==> src/rtl/ppu_linebuf.sv <==
// Ping-pong line buffer: one bank fills from the source while the other drains
// through a per-line pixel transform, with end-of-line/end-of-frame markers.
module ppu_linebuf #(
   parameter int DATA_W   = 8,
   parameter int LINE_LEN = 32,
   parameter int IDX_W    = 5,
   parameter int LINES    = 32,
   parameter int V_W      = 5
) (
   input  logic              clk,
   input  logic              rst,
   input  logic              sync,
   input  logic [2:0]        mode,
   input  logic [DATA_W-1:0] data_i,
   input  logic              stb_i,
   output logic              ack_i,
   output logic [DATA_W-1:0] data_o,
   output logic              stb_o,
   input  logic              ack_o,
   output logic              eol_o,
   output logic              eof_o
);

   localparam logic [IDX_W-1:0] H_LAST = IDX_W'(LINE_LEN - 1);
   localparam logic [V_W-1:0]   V_LAST = V_W'(LINES - 1);

   typedef enum logic {IDLE, SEND} state_t;
   state_t state, state_nxt;

   logic [DATA_W-1:0] mem [0:1][0:LINE_LEN-1];
   logic [1:0]        full;
   logic              wr_bank, rd_bank;
   logic [IDX_W-1:0]  wr_idx, h, h_sel, src, v_idx;
   logic [V_W-1:0]    v;
   logic [2:0]        mode_q, m_sel;
   logic [DATA_W-1:0] p, pix;
   logic              in_xfer, load, adv, done;
   logic              eol_nxt, eof_nxt;

   assign ack_i   = ~full[wr_bank];
   assign stb_o   = (state == SEND);
   assign in_xfer = stb_i & ack_i & ~sync;

   always_ff @(posedge clk or posedge rst) begin
      if (rst) state <= IDLE;
      else     state <= state_nxt;
   end

   // load: line start in IDLE; adv: next pixel within line; done: last pixel taken
   always_comb begin
      state_nxt = state;
      load      = 1'b0;
      adv       = 1'b0;
      done      = 1'b0;
      if (sync) begin
         state_nxt = IDLE;
      end else begin
         case (state)
            IDLE: if (full[rd_bank]) begin
               load      = 1'b1;
               state_nxt = SEND;
            end
            SEND: if (ack_o) begin
               if (h == H_LAST) begin
                  done      = 1'b1;
                  state_nxt = IDLE;
               end else begin
                  adv = 1'b1;
               end
            end
            default: state_nxt = IDLE;
         endcase
      end
   end

   // Pixel about to be presented: h=0 with the live mode on load, else h+1 with mode_q.
   always_comb begin
      m_sel = load ? mode : mode_q;
      h_sel = load ? '0 : h + 1'b1;
      v_idx = IDX_W'(v);
      case (m_sel)
         3'd2:    src = H_LAST - h_sel;
         3'd4:    src = h_sel >> 1;
         3'd5:    src = h_sel + v_idx;
         default: src = h_sel;
      endcase
      p = mem[rd_bank][src];
      case (m_sel)
         3'd1:    pix = ~p;
         3'd3:    pix = {DATA_W{p[DATA_W-1]}};
         default: pix = p;
      endcase
      eol_nxt = (h_sel == H_LAST);
      eof_nxt = eol_nxt & (v == V_LAST);
   end

   always_ff @(posedge clk) begin
      if (in_xfer) mem[wr_bank][wr_idx] <= data_i;
   end

   always_ff @(posedge clk or posedge rst) begin
      if (rst) begin
         full    <= '0;
         wr_bank <= 1'b0;
         rd_bank <= 1'b0;
         wr_idx  <= '0;
         h       <= '0;
         v       <= '0;
         mode_q  <= '0;
         data_o  <= '0;
         eol_o   <= 1'b0;
         eof_o   <= 1'b0;
      end else if (sync) begin
         full    <= '0;
         wr_bank <= 1'b0;
         rd_bank <= 1'b0;
         wr_idx  <= '0;
         h       <= '0;
         v       <= '0;
         eol_o   <= 1'b0;
         eof_o   <= 1'b0;
      end else begin
         if (in_xfer) begin
            if (wr_idx == H_LAST) begin
               full[wr_bank] <= 1'b1;
               wr_bank       <= ~wr_bank;
               wr_idx        <= '0;
            end else begin
               wr_idx <= wr_idx + 1'b1;
            end
         end
         if (load) mode_q <= mode;
         if (load | adv) begin
            h      <= h_sel;
            data_o <= pix;
            eol_o  <= eol_nxt;
            eof_o  <= eof_nxt;
         end
         // Freed bank is never the one being written, so both full updates can land together.
         if (done) begin
            full[rd_bank] <= 1'b0;
            rd_bank       <= ~rd_bank;
            h             <= '0;
            v             <= (v == V_LAST) ? '0 : v + 1'b1;
            eol_o         <= 1'b0;
            eof_o         <= 1'b0;
         end
      end
   end

endmodule

==> config.mk <==
export PLATFORM = sky130hd
export DESIGN_NAME = ppu_linebuf
export DESIGN_NICKNAME = d
export VERILOG_FILES = /design/src/rtl/ppu_linebuf.sv
export SDC_FILE = /design/constraint.sdc
export NUM_CORES = 1
export LEC_CHECK = 0
export ABC_CLOCK_PERIOD_IN_PS = 10000
export CORE_UTILIZATION = 68
export DETAILED_ROUTE_END_ITERATION = 10
export GPL_TIMING_DRIVEN = 0
export PLACE_DENSITY = 0.85
export REMOVE_ABC_BUFFERS = 1
export SYNTH_ARGS = -nofsm -noshare
export SYNTH_HDL_FRONTEND = slang
export SYNTH_SLANG_ARGS = --single-unit
==> constraint.sdc <==
create_clock -name clk -period 10 [get_ports clk]
set_input_delay 3 -clock clk [delete_from_list [all_inputs] [get_ports clk]]
set_output_delay 3 -clock clk [all_outputs]
set_load 0.01 [all_outputs]
* After elaboration in Yosys (flattened, before gate mapping)
Memory sizes are Yosys's and may differ from the RTL's.
Cells that the tools add are included.
W data, S select, Z words.
** Operators by class
- Add/subtract/negate cells :: 5
- Order comparisons :: 7
- Eq/ne operators :: 9
- Muxes and demuxes :: 58
- Bitwise operators :: 15
- Reductions and logical operators :: 9
** Operators by type and width (number)
- $mux W256 :: 1
- $mux W5 :: 10
- $bmux W8 S5 :: 1
- $demux W8 S5 :: 1
- $mux W1 :: 31
- $mux W8 :: 3
- $eq A5 B5 Y1 const B :: 4
- $pmux W8 S2 :: 1
- $add A5 B1 Y5 const B :: 3
- $pmux W5 S3 :: 1
- $ge A6 B6 Y1 const B :: 2
- $not A5 Y6 :: 2
- $mux W2 :: 5
- $not A8 Y8 :: 1
- $eq A3 B2 Y1 const B :: 2
- $eq A3 B3 Y1 const B :: 2
- $lt A6 B1 Y1 const B :: 1
- $reduce_bool A2 Y1 :: 3
- $add A5 B5 Y5 :: 1
- $not A1 Y1 :: 5
- $sub A5 B5 Y5 const A :: 1
- $lt A1 B2 Y1 const B :: 2
- $reduce_and A2 Y1 :: 2
- $and A1 B1 Y1 :: 3
- other kinds (11) :: 15
** Word-level totals
- Flip-flop bits (word level) :: 33
- Bits in writable memories :: 512
- Output and inout bits :: 12
- Word-level logic and storage cells :: 115
- Memories :: 1
** Memory list
- mem :: depth 2, bits a word 256, read ports 1, clocked after memory_dff 0, write ports 1, line 30 : logic [DATA_W-1:0] mem [0:1][0:LINE_LEN-1];

* Depth between registers and ports, before layout
- Depth in word-level cells :: 14
- Mapped depth :: 21

* Worst setup path before layout
OpenSTA, ideal clock, no wires.
- Kind :: input to register
- From :: input port sync
- To :: register data_o[1]
- Library setup time :: 0.120 ns
- Data arrival time :: 6.973 ns
- Required time :: 9.880 ns
- Slack :: 2.907 ns
- Cell stages on the path :: 16
- Path buffers :: 1
- Path through :: or2_4 nor2_2 clkbuf_1 nor2_1 ha_1 fa_1 and4b_1 a311oi_2 nand2_1 mux4_2 or2_2 o2bb2ai_1 or3_1 and4_4 or3_4 and3_1
** On the way
- Longest elaborated chain between the ends :: 10
- Elaborated cells between the ends (all ways) :: 21
- Those cells by class :: add/sub (2); eq/ne (5); mux (9); bitwise (4); reduce/logical (1)
** Ends and longest elaborated chain
- from (decl) :: line 12 : input logic sync,
- $mux W1 :: line 55 : if (sync) begin
- $mux W5 / $mux W3 (equally long branches)
- $add A5 B5 Y5, or another cell as far along :: line 84 : 3'd5: src = h_sel + v_idx;
- $pmux W5 S3 :: line 81 : case (m_sel)
- $not A5 Y6 (not written as such) :: line 87 : p = mem[rd_bank][src];
- $bmux W8 S5 :: line 87
- $mux W8 (not written as such) (2 in series) :: line 87
- $not A8 Y8 :: line 89 : 3'd1: pix = ~p;
- $pmux W8 S2 :: line 88 : case (m_sel)
- to (signal assigned) :: line 135 : data_o <= pix;
- to (decl) :: line 17 : output logic [DATA_W-1:0] data_o,
Parallel ways exist; a longest one is shown, timed or not. The select of a mux whose other input is x is not followed.
A chain may end at the register's enable or synchronous reset.

* Final worst setup path
- From :: input port sync
- To :: register data_o[6]
Same word-level chain as after synthesis.

==> reports/metrics.cfg <==
[run_status]
status = finished with violations
failed_checks = DRC

[yosys]
synth_top_family_by_area = simple AND/OR/NAND/NOR gates
syn_inst = 1791
synth_ff_type = edfxtp_1
yosysTopAreaCellShare_pct = 62.03
yosysMostFrequentCell = edfxtp_1
synth-simple-area-share_pct = 10.65
ys_ff_latch = 545
synth.area.top_cells = edfxtp_1 62%, mux4_2 4.9%, mux2i_1 4.9%, nand2_1 3.8%, dfrtp_1 3.3%
synthAdderAreaFrac_pct = 0.7370
synthArstFlopShare_pct = 6.055
ys_seq_area_share_pct = 65.36
synth-edff-count = 512
synth_mux_area_share_pct = 10.25
ys_types = 80
synth_xor_area_share_pct = 0.3180
avgSynthCellArea_um2 = 13.84
synth_common_cells = 512 x edfxtp_1, 248 x nand2_1, 121 x mux2i_1
yosys.area.top_type = edfxtp_1
yosysWarnings = 0
netlist_area_um2 = 24790
synth-compound-area-share_pct = 10.21

[floorplan]
coreArea_um2 = 35740
fp.dieW_um = 192.9
fp.dieH_um = 192.9
start_util_pct = 69.34
fp.dieArea_um2 = 37220
core.rowCount = 69
io_pins = 28

[power_and_ir_drop]
switching_share_pct = 21.72
p_per_area_nw_per_um2 = 174.4
net-switching-power_uw = 1041
fin_total_pwr_uw = 4793
seq_power_share_pct = 52.3
p_int_uw = 3752
ir_worst_vdd_uv = 189.4
p_comb_share_pct = 5.7
static-leakage-power_uw = 0.008922
clockPowerShare_pct = 42.0

[clock_tree]
cts-root-buf = clkbuf_16
numClockSinks = 545
clk_pin_slew_ps = 70
cts_buffers = 50
clkLatencyLatePin_ps = 580
htree_levels = 2
postCtsHoldBufs = 0
cts_setup_buffers = 0
cts_tree = yes
cts_max_path_buffers = 3

[timing]
hold_viol = 0
worstMarginPinSlew_ps = 1478
slew_headroom_pct = 1.459
period_needed_ps = 9927
finalClockSkew_ps = 21.03
setup_slack_ps = 73.28
max_freq_mhz = 100.7
rsz0062_at_grt = no
setup_tns_ps = 0
final-setup-viol-count = 0
drv_slew = 0
finalCritPeriodShare_pct = 99.27

[detailed_routing]
drt-wirelength-per-cell_um = 31.16
totalWireLength_um = 70880
drt_iter0_markers = 3192
route.antenna.remaining_nets = 0
route.detailed.drc = 2
routed_via_density = 7.673
vias = 17460
dr.pass1.iters = 9

[critical_path]
cp_max_fo = 58
worstPathArrival_ps = 10450
required_ps = 10520
setup.worst_path.class = input port to register
end_kind = register
start_kind = input port

[min_path]
min_path_type = register to register

[placement]
place_hpwl_um = 41390
dp_slack_ps = 23.07
place_area_um2 = 25800
gp_congestion = 0.9535
portBuffers = 27

[grt]
grt_pass1_wl_um = 105400
grt_max_degree = 59
gr-total-overflow = 0
grt_usage_pct = 39.09
antenna_found_initial = 2
grt_pass1_vias = 17000

[final_layout]
fill_cells = 1981
finalCoreUtilization_pct = 76.91
diodes = 0
drive_gt1_share_pct = 12.18
finalInstanceArea_um2 = 27490
areaGrowthSynthToFinish_pct = 10.90
layout.nets = 1805

[run]
maxCapViolations = 0

[cells in the final DEF (no fill, tap or decap), drive strengths merged, types with 20 or more instances in the layout]
cell / n
a32oi: 20
nor2: 96
a21oi: 30
a2111oi: 25
clkinv: 21
a211oi: 53
a32o: 28
mux2i: 121
mux4: 54
clkbuf: 57
edfxtp: 512
nor3: 33
nand3: 56
dfrtp: 33
buf: 39
o21ai: 44
and3: 48
nand2: 249
o22ai: 21
a31oi: 26
[power groups by stage]
stage | Sequential (µW) | Combinational (µW) | Clock [µW]
finish | 2510 | 274 | 2010
global placement | 2560 | 252 | 0
CTS | 2510 | 261 | 2000
global route | 2510 | 280 | 2080
floorplan | 2550 | 141 | 0
detailed placement | 2550 | 253 | 0
[state kept, by name, summed over array words and instances (netlist names)]
register	cells
data_o	8
rd_bank	1
full	2
eof_o	1
wr_idx	5
h	5
mode_q	3
mem	512
eol_o	1
wr_bank	1
v	5
stb_o	1
[layout make-up]
class	instances	area, µm²	share of cell area, %
sequential	545	16200	58.95
clock buffer	57	1299	4.725
timing repair buffer	57	840.8	3.059
clock inverter	34	391.6	1.425
tap	461	576.8	2.098
multi-input combinational	1107	8123	29.55
inverter	14	52.55	0.1912
[routing by layer]
metal	global-route usage (%)	part of all wire (%)	up-vias	wire length, µm
met1	52.51	34	8398	24080
met3	9.020	14	338	9905
met5	0	0.013	-	9
met2	60.85	46	1682	32860
li1	-	-	7036	-
met4	19.26	5.7	2	4027
[critical path, cell delays in order]
cell             delay (ps)
clkdlybuf4s50_1         670
or2_4                   410
nor2_2                  640
nor2_1                   90
ha_1                    250
fa_1                    540
and4b_1                 240
a311oi_4                890
buf_8                   270
nand2_4                 480
buf_16                  420
a211oi_1                270
a2111oi_0               190
a211oi_1                750
a21oi_1                 370
o2111ai_1               350
mux2i_1                 330
and3_1                  220
[path summary, 6_finish.rpt]
path	from	end	slack (ps)	depth (start not counted)
worst max-delay path	sync	data_o[6]	70	18
worst min-delay path	data_o[7]	data_o[7]	480	2
worst max register to register	rd_bank	data_o[6]	2140	17
worst min register to register	data_o[7]	data_o[7]	480	2
max in group asynchronous	rst	rd_bank	6490	2
min in group asynchronous	rst	eof_o	2890	2
[stage by stage]
step | instances | hold slack, ps
after CTS | 2275 | 484.7
after global routing | 2275 | 510.0
final | 2275 | 479.8
after floorplan | 1666 | 465.5
after detailed placement | 2184 | 472.5
after global placement | 2154 | 466.8
[what timing repair did]
item | CTS | global route
gates resized for setup | 0 | 1
endpoints found under the setup margin | 0 | 1
endpoints found under the hold margin | 0 | 0
[cell families after synthesis]
group | count (synthesis)
multiplexers | 185
flip-flops | 545
adder cells (fa/ha/maj) | 14
AO/OA/AOI/OAI | 339
AND/OR/NAND/NOR | 560
buffers and inverters | 139
XOR/XNOR | 9
No activity file was read; power rests on OpenSTA's default activity.
